<file path="config.mk">
export PLATFORM = sky130hd
export DESIGN_NAME = pid_control_gen
export DESIGN_NICKNAME = d
export VERILOG_FILES = /design/src/rtl/pid_control_gen.sv
export SDC_FILE = /design/constraint.sdc
export NUM_CORES = 1
export LEC_CHECK = 0
export ABC_AREA = 1
export CAP_MARGIN = 20
export CORE_MARGIN = 2
export CORE_UTILIZATION = 46
export DETAILED_ROUTE_END_ITERATION = 6
export SLEW_MARGIN = 30
export SYNTH_ARGS = -nofsm -noshare
export SYNTH_HDL_FRONTEND = slang
export SYNTH_SLANG_ARGS = --single-unit
</file>
<file path="constraint.sdc">
create_clock -name clk_in -period 11.65 [get_ports clk_in]
set_input_delay 1.165 -clock clk_in [delete_from_list [all_inputs] [get_ports clk_in]]
set_output_delay 1.165 -clock clk_in [all_outputs]
set_load 0.05 [all_outputs]
</file>
<file path="src/rtl/pid_control_gen.sv">
// PID speed/turn controller for tracked-blob chasing and goalkeeping: errors, integrators and
// derivative-on-measurement at S0, products at S1, sum and saturation at S2 (latency 3).
module pid_control_gen #(
    parameter int DW      = 9,
    parameter int RW      = 7,
    parameter int GW      = 4,
    parameter int OW      = 9,
    parameter int SAT     = 255,
    parameter int IMAX    = 1023,
    parameter int ISHIFT  = 4,
    parameter int WIDTH   = 320,
    parameter int TIMEOUT = 2500000
) (
    input  logic                 clk_in,
    input  logic                 rst_in,
    input  logic                 ready_in,
    input  logic [DW-1:0]        cur_pos_x,
    input  logic [RW-1:0]        cur_rad,
    input  logic [RW-1:0]        goal_rad,
    input  logic [1:0]           mode,
    input  logic [GW-1:0]        ksp,
    input  logic [GW-1:0]        ksi,
    input  logic [GW-1:0]        ksd,
    input  logic [GW-1:0]        ktp,
    input  logic [GW-1:0]        kti,
    input  logic [GW-1:0]        ktd,
    output logic                 out_valid,
    output logic signed [OW-1:0] speed,
    output logic signed [OW-1:0] turn,
    output logic [1:0]           sat_flags,
    output logic                 lost
);

    localparam int MW   = (DW > RW) ? DW : RW;
    localparam int EW   = MW + 2;
    localparam int IW   = $clog2(IMAX + 1) + 1;
    localparam int OPW  = (EW > IW) ? EW : IW;
    localparam int IAW  = OPW + 1;
    localparam int PW   = OPW + GW + 1;
    localparam int SUMA = OW + GW + DW + 4;
    localparam int SUMW = (SUMA > PW + 2) ? SUMA : PW + 2;
    localparam int CW   = $clog2(TIMEOUT + 1);

    localparam logic [DW-1:0]          XSET   = DW'(WIDTH >> 1);
    localparam logic signed [IAW-1:0]  IMAX_P = IAW'(IMAX);
    localparam logic signed [IAW-1:0]  IMAX_N = -IMAX_P;
    localparam logic signed [SUMW-1:0] SAT_P  = SUMW'(SAT);
    localparam logic signed [SUMW-1:0] SAT_N  = -SAT_P;

    function automatic logic signed [OPW-1:0] clamp_integ(input logic signed [IAW-1:0] v);
        if (v > IMAX_P) return IMAX_P[OPW-1:0];
        if (v < IMAX_N) return IMAX_N[OPW-1:0];
        return v[OPW-1:0];
    endfunction

    // Returns {clamped, value}.
    function automatic logic [OW:0] sat_out(input logic signed [SUMW-1:0] v);
        if (v > SAT_P) return {1'b1, SAT_P[OW-1:0]};
        if (v < SAT_N) return {1'b1, SAT_N[OW-1:0]};
        return {1'b0, v[OW-1:0]};
    endfunction

    function automatic logic signed [PW-1:0] mul(input logic signed [OPW-1:0] a,
                                                 input logic [GW-1:0]         k);
        return PW'(a) * PW'($signed({1'b0, k}));
    endfunction

    logic [CW-1:0]         cnt_q, cnt_d;
    logic [DW-1:0]         prev_x_q, prev_x_d;
    logic [RW-1:0]         prev_r_q, prev_r_d;
    logic                  first_q, first_d;
    logic signed [OPW-1:0] ix_q, ix_d, ir_q, ir_d;
    logic [1:0]            mode_q, mode_d;
    logic                  lost_q, lost_d;

    logic                  mode_chg, first_eff, idle, chase, gkeep, to_evt;
    logic signed [OPW-1:0] ex_c, er_c, dx_c, dr_c, ix_base, ir_base, ix_new, ir_new;

    logic                  vld_p0_d, vld_p0_q;
    logic signed [OPW-1:0] se_d, si_d, sd_d, te_d, ti_d, td_d;
    logic signed [OPW-1:0] se_p0_q, si_p0_q, sd_p0_q, te_p0_q, ti_p0_q, td_p0_q;
    logic [GW-1:0]         ksp_p0_q, ksi_p0_q, ksd_p0_q, ktp_p0_q, kti_p0_q, ktd_p0_q;

    logic                  vld_p1_q;
    logic signed [PW-1:0]  sp_d, si_full, si_sh_d, sd_d1, tp_d, ti_full, ti_sh_d, td_d1;
    logic signed [PW-1:0]  sp_p1_q, si_p1_q, sd_p1_q, tp_p1_q, ti_p1_q, td_p1_q;

    logic signed [SUMW-1:0] spd_sum, trn_sum;
    logic signed [OW-1:0]   spd_sat, trn_sat;
    logic                   spd_flag, trn_flag;

    // ---- S0: errors, derivative on measurement, integrators, timeout ----
    always_comb begin
        mode_chg  = (mode != mode_q);
        first_eff = first_q | mode_chg;
        idle      = ~mode[1];
        chase     = (mode == 2'd2);
        gkeep     = (mode == 2'd3);

        ex_c = OPW'($signed({1'b0, XSET})) - OPW'($signed({1'b0, cur_pos_x}));
        er_c = OPW'($signed({1'b0, goal_rad})) - OPW'($signed({1'b0, cur_rad}));
        dx_c = first_eff ? '0
                         : OPW'($signed({1'b0, prev_x_q})) - OPW'($signed({1'b0, cur_pos_x}));
        dr_c = first_eff ? '0
                         : OPW'($signed({1'b0, prev_r_q})) - OPW'($signed({1'b0, cur_rad}));

        ix_base = mode_chg ? '0 : ix_q;
        ir_base = mode_chg ? '0 : ir_q;
        ix_new  = idle ? '0 : clamp_integ(IAW'(ix_base) + IAW'(ex_c));
        ir_new  = idle ? '0 : clamp_integ(IAW'(ir_base) + IAW'(er_c));

        // A sample arriving on the timeout cycle pre-empts the lost event.
        to_evt = ~ready_in & (cnt_q == CW'(TIMEOUT - 1));
        if (ready_in)                    cnt_d = '0;
        else if (cnt_q == CW'(TIMEOUT))  cnt_d = cnt_q;
        else                             cnt_d = cnt_q + CW'(1);

        prev_x_d = prev_x_q;
        prev_r_d = prev_r_q;
        first_d  = first_q;
        ix_d     = ix_q;
        ir_d     = ir_q;
        mode_d   = mode_q;
        lost_d   = lost_q;
        if (ready_in) begin
            prev_x_d = cur_pos_x;
            prev_r_d = cur_rad;
            first_d  = 1'b0;
            ix_d     = ix_new;
            ir_d     = ir_new;
            mode_d   = mode;
            lost_d   = 1'b0;
        end else if (to_evt) begin
            ix_d    = '0;
            ir_d    = '0;
            first_d = 1'b1;
            lost_d  = 1'b1;
        end

        // Idle samples and the lost event carry all-zero operands, so they yield 0/0, no flags.
        vld_p0_d = ready_in | to_evt;
        se_d = '0;
        si_d = '0;
        sd_d = '0;
        te_d = '0;
        ti_d = '0;
        td_d = '0;
        if (ready_in && chase) begin
            se_d = er_c;
            si_d = ir_new;
            sd_d = dr_c;
            te_d = ex_c;
            ti_d = ix_new;
            td_d = dx_c;
        end else if (ready_in && gkeep) begin
            se_d = ex_c;
            si_d = ix_new;
            sd_d = dx_c;
        end
    end

    always_ff @(posedge clk_in) begin
        if (rst_in) begin
            cnt_q     <= '0;
            prev_x_q  <= '0;
            prev_r_q  <= '0;
            first_q   <= 1'b1;
            ix_q      <= '0;
            ir_q      <= '0;
            mode_q    <= '0;
            lost_q    <= 1'b0;
            vld_p0_q  <= 1'b0;
            vld_p1_q  <= 1'b0;
            out_valid <= 1'b0;
            speed     <= '0;
            turn      <= '0;
            sat_flags <= '0;
        end else begin
            cnt_q     <= cnt_d;
            prev_x_q  <= prev_x_d;
            prev_r_q  <= prev_r_d;
            first_q   <= first_d;
            ix_q      <= ix_d;
            ir_q      <= ir_d;
            mode_q    <= mode_d;
            lost_q    <= lost_d;
            vld_p0_q  <= vld_p0_d;
            vld_p1_q  <= vld_p0_q;
            out_valid <= vld_p1_q;
            if (vld_p1_q) begin
                speed     <= spd_sat;
                turn      <= trn_sat;
                sat_flags <= {spd_flag, trn_flag};
            end
        end
    end

    assign lost = lost_q;

    // ---- S1: full-width signed products ----
    always_comb begin
        sp_d    = mul(se_p0_q, ksp_p0_q);
        si_full = mul(si_p0_q, ksi_p0_q);
        si_sh_d = si_full >>> ISHIFT;
        sd_d1   = mul(sd_p0_q, ksd_p0_q);
        tp_d    = mul(te_p0_q, ktp_p0_q);
        ti_full = mul(ti_p0_q, kti_p0_q);
        ti_sh_d = ti_full >>> ISHIFT;
        td_d1   = mul(td_p0_q, ktd_p0_q);
    end

    // ---- S2: wide sums and output saturation ----
    always_comb begin
        spd_sum = SUMW'(sp_p1_q) + SUMW'(si_p1_q) + SUMW'(sd_p1_q);
        trn_sum = SUMW'(tp_p1_q) + SUMW'(ti_p1_q) + SUMW'(td_p1_q);
        {spd_flag, spd_sat} = sat_out(spd_sum);
        {trn_flag, trn_sat} = sat_out(trn_sum);
    end

    always_ff @(posedge clk_in) begin
        if (vld_p0_d) begin
            se_p0_q  <= se_d;
            si_p0_q  <= si_d;
            sd_p0_q  <= sd_d;
            te_p0_q  <= te_d;
            ti_p0_q  <= ti_d;
            td_p0_q  <= td_d;
            ksp_p0_q <= ksp;
            ksi_p0_q <= ksi;
            ksd_p0_q <= ksd;
            ktp_p0_q <= ktp;
            kti_p0_q <= kti;
            ktd_p0_q <= ktd;
        end
        if (vld_p0_q) begin
            sp_p1_q <= sp_d;
            si_p1_q <= si_sh_d;
            sd_p1_q <= sd_d1;
            tp_p1_q <= tp_d;
            ti_p1_q <= ti_sh_d;
            td_p1_q <= td_d1;
        end
    end

endmodule

</file>
==> impl_metrics.json <==
{
  "status": "complete, no violations",
  "timing_worst_slew_pin_value_ns": 0.892,
  "area.sequential_mm2": 0.00694,
  "first_pass_iters": 5,
  "path_clk_slew_ns": 0.06,
  "area_delta_synth_final_pct": 10.8,
  "dp_cells": 3769,
  "timing.final.ws_setup_ns": 6.68,
  "grt_setup_unrepaired": "false",
  "number_of_h_tree_levels": 2,
  "grt_max_degree": 80,
  "final_slew_viol_count": 0,
  "hold_viol_final": 0,
  "min_period_over_period": 0.426,
  "quantity_of_i_o_buffers_inserted_on_ports": 73,
  "yosys_most_used_dff": "edfxtp_1",
  "nNetsFinal": 3599,
  "critical_path.reg2reg.endpoint": "ti_p1_q[11]$_DFFE_PP_",
  "initial_core_util": 0.466,
  "row_count": 83,
  "synthArstFlopShare": 0,
  "die_h_um": 232,
  "synth_enable_flop_cells": 173,
  "worst_r2r_startpoint": "kti_p0_q[3]$_DFFE_PP_",
  "wire_length_of_the_first_global_routing_pass_um": 90900,
  "wl_per_cell_um": 14.4,
  "synthesis.nets": 3536,
  "cp_data_arrival_time_ns": 5.26,
  "number_of_fill_cells_in_the_layout": 4936,
  "postCtsSetupBuffers": 0,
  "clockRootBuffer": "clkbuf_16",
  "cells_on_worst_hold_path": 2,
  "cts.hold.buffers_added": 0,
  "critical_path.max_fanout": 14,
  "critical_path_required_ns": 11.94,
  "cell_area_placed_mm2": 0.0254,
  "final_cells": 3832,
  "ctsResizeCount": 0,
  "multiInputGateArea_mm2": 0.0141,
  "preCtsSetupSlack_ns": 6.16,
  "setup.worst_path.start_class": "input pin",
  "timing.critical_path.to_type": "register",
  "routed_wirelength_um": 55100,
  "grt_util_all_layers": 0.210,
  "yosysSeqAreaShare": 0.289,
  "commonest_cells_after_routing_fill_and_taps_aside": "nand2_1, inv_1, ha_1",
  "totalNegativeSetupSlack_ns": 0,
  "synth_cell_type_count": 53,
  "syn_std_cell_area_mm2": 0.0240,
  "synth-seq-cells": 260,
  "tritoncts_num_sinks": 260,
  "detailed_place_hpwl_um": 44900,
  "fp.dieArea_mm2": 0.0540,
  "worst_hold_path.endpoint": "lost$_SDFFE_PP0P_",
  "post_synth_inst_count": 3063,
  "ir_drop_v": 0.0000846,
  "depth_of_the_worst_register_to_register_path": 18,
  "final_antenna_net_count": 0,
  "reg2reg_slack_ns": 7.53,
  "power.density_mw_per_mm2": 147,
  "viasPerCell": 4.84,
  "gpl.final_weighted_congestion": 0.890,
  "cts_made_buffers": 35,
  "min-delay-path-class": "register to register",
  "fp.coreArea_mm2": 0.0514,
  "postSynthAreaPerCell_um2": 7.83,
  "worstSkewPairLatency_ns": 0.56,
  "maxClockFrequency_ghz": 0.201,
  "clock_skew_ns": 0.0257,
  "die-width_um": 232,
  "max_cap_viol_count": 0,
  "yosysWarnings": 0,
  "cellLeakagePower_nw": 14.2,
  "setup_viol_count_final": 0,
  "relSlewSlack": 0.404,
  "vias": 18500,
  "grt_antenna_before_repair": 1,
  "setup.worst_path.class": "input pin to register",
  "ios": 74,
  "holdCritStartpoint": "lost$_SDFFE_PP0P_",
  "most_common_cell_after_layout_fill_and_taps_aside": "nand2_1",
  "cts.path.max_buffers": 3,
  "cts_tree": "built",
  "dr.first_iter.drc_count": 1119,
  "fraction_of_layout_cells_with_a_size_suffix_above_1": 0.0349,
  "final_period_minus_worst_setup_slack_ns": 4.97,
  "grt_overflow": 0,
  "grt_pass1_vias": 18400,
  "remaining_drc_errors": 0,
  "design_area_mm2": 0.0266,
  "n_antenna_cell": 0
}
final cells by class:
type / instances / share of cell area
clock buffers: 44 / 0.0366
clock inverters: 19 / 0.00763
inverters: 734 / 0.104
multi-input cells: 2017 / 0.530
flip-flops and latches: 260 / 0.261
well taps: 680 / 0.0320
repair buffers: 78 / 0.0291
state kept, by name, indices dropped and copies added (netlist names), 7 cells and up:
signal    count
cnt_q        22
sd_p1_q      16
sp_p1_q      16
td_p1_q      16
tp_p1_q      15
si_p1_q      12
ti_p1_q      12
ir_q         11
ix_q         11
si_p0_q      11
ti_p0_q      11
sd_p0_q      10
se_p0_q      10
td_p0_q      10
te_p0_q      10
prev_x_q      9
speed         9
turn          9
prev_r_q      7
how the worst max path moves through the flow:
stage / start / endpoint / slack, ns / cells past startpoint
3_3_place_gp: cur_rad[2] / si_p0_q[0]$_DFFE_PP_ / 6.17 / 23
6_report: cur_rad[2] / si_p0_q[0]$_DFFE_PP_ / 6.68 / 23
4_1_cts: cur_rad[2] / si_p0_q[0]$_DFFE_PP_ / 6.73 / 23
5_1_grt: mode[0] / ti_p0_q[7]$_SDFFCE_PN0P_ / 6.31 / 23
2_1_floorplan: cur_rad[1] / si_p0_q[3]$_DFFE_PP_ / 7.23 / 22
3_5_place_dp: cur_rad[2] / si_p0_q[0]$_DFFE_PP_ / 6.16 / 23
metal layers:
metal	routed length [um]	vias up	GRT usage
met5	0	-	0
met4	1370	0	0.0621
met3	2520	67	0.0292
met2	24400	318	0.339
met1	26800	8562	0.294
li1	-	9582	-
report_power, final:
group	switching (mW)	total, mW	internal (mW)
Combinational	1.04	1.63	0.590
Clock	0.435	1.10	0.663
Sequential	0.0708	1.17	1.10
per-stage QoR:
step           power, mW   util  hold WS, ns
3_5_place_dp        2.82  0.494        0.448
4_1_cts             3.95  0.517        0.456
2_1_floorplan       2.42      -        0.433
5_1_grt             4.23  0.517        0.485
3_3_place_gp        2.80  0.494        0.446
6_report            3.90  0.517        0.451
Yosys cell counts (4+ instances only):
library cell,instances,share of area
nand2_1,754,0.12
inv_1,726,0.11
ha_1,251,0.13
nor2_1,211,0.033
a21oi_1,187,0.039
edfxtp_1,173,0.22
fa_1,170,0.14
nand3_1,108,0.023
dfxtp_1,87,0.073
xor2_1,83,0.030
o21ai_0,80,0.017
clkbuf_1,42,0.0066
xnor2_1,26,0.0095
nor3_1,24,0.0050
nand4_1,18,0.0047
o21ai_1,11,0.0023
nand3_2,10,0.0042
o21bai_1,10,0.0031
a21o_1,8,0.0025
a21oi_2,7,0.0026
nand2_2,7,0.0018
buf_2,5,0.0010
nand3b_1,5,0.0016
o22ai_1,5,0.0013
a211oi_1,4,0.0013
a31oi_1,4,0.0010
inv_2,4,0.00063
nand2_4,4,0.0019
critical path: stages:
cell	delay (ns)
clkdlybuf4s50_1	0.45
inv_1	0.07
ha_1	0.35
nand2_1	0.09
nor2_1	0.04
a211oi_1	0.27
inv_1	0.07
a21oi_1	0.13
inv_1	0.05
a21oi_1	0.19
o21ai_0	0.10
a21oi_1	0.48
ha_1	0.38
a21oi_1	0.26
nor2_1	0.07
nor2_1	0.18
o21ai_4	0.09
xor2_2	0.19
nand2_1	0.10
nand2_2	0.27
nand2_1	0.12
nand2_1	0.07
o21ai_1	0.06
logic make-up (layout without fill, tap and decap cells):
logic type / Yosys count / count (layout) / share of synthesized area
AOI/OAI and AO/OA: 331 / 331 / 0.0760
xor gates and xnor gates: 111 / 111 / 0.0412
adders and majority gates: 421 / 421 / 0.273
buffers and inverters: 786 / 875 / 0.124
DFF: 260 / 260 / 0.289
and+or+nand+nor: 1154 / 1154 / 0.196
(Power assumes the default switching activity.)
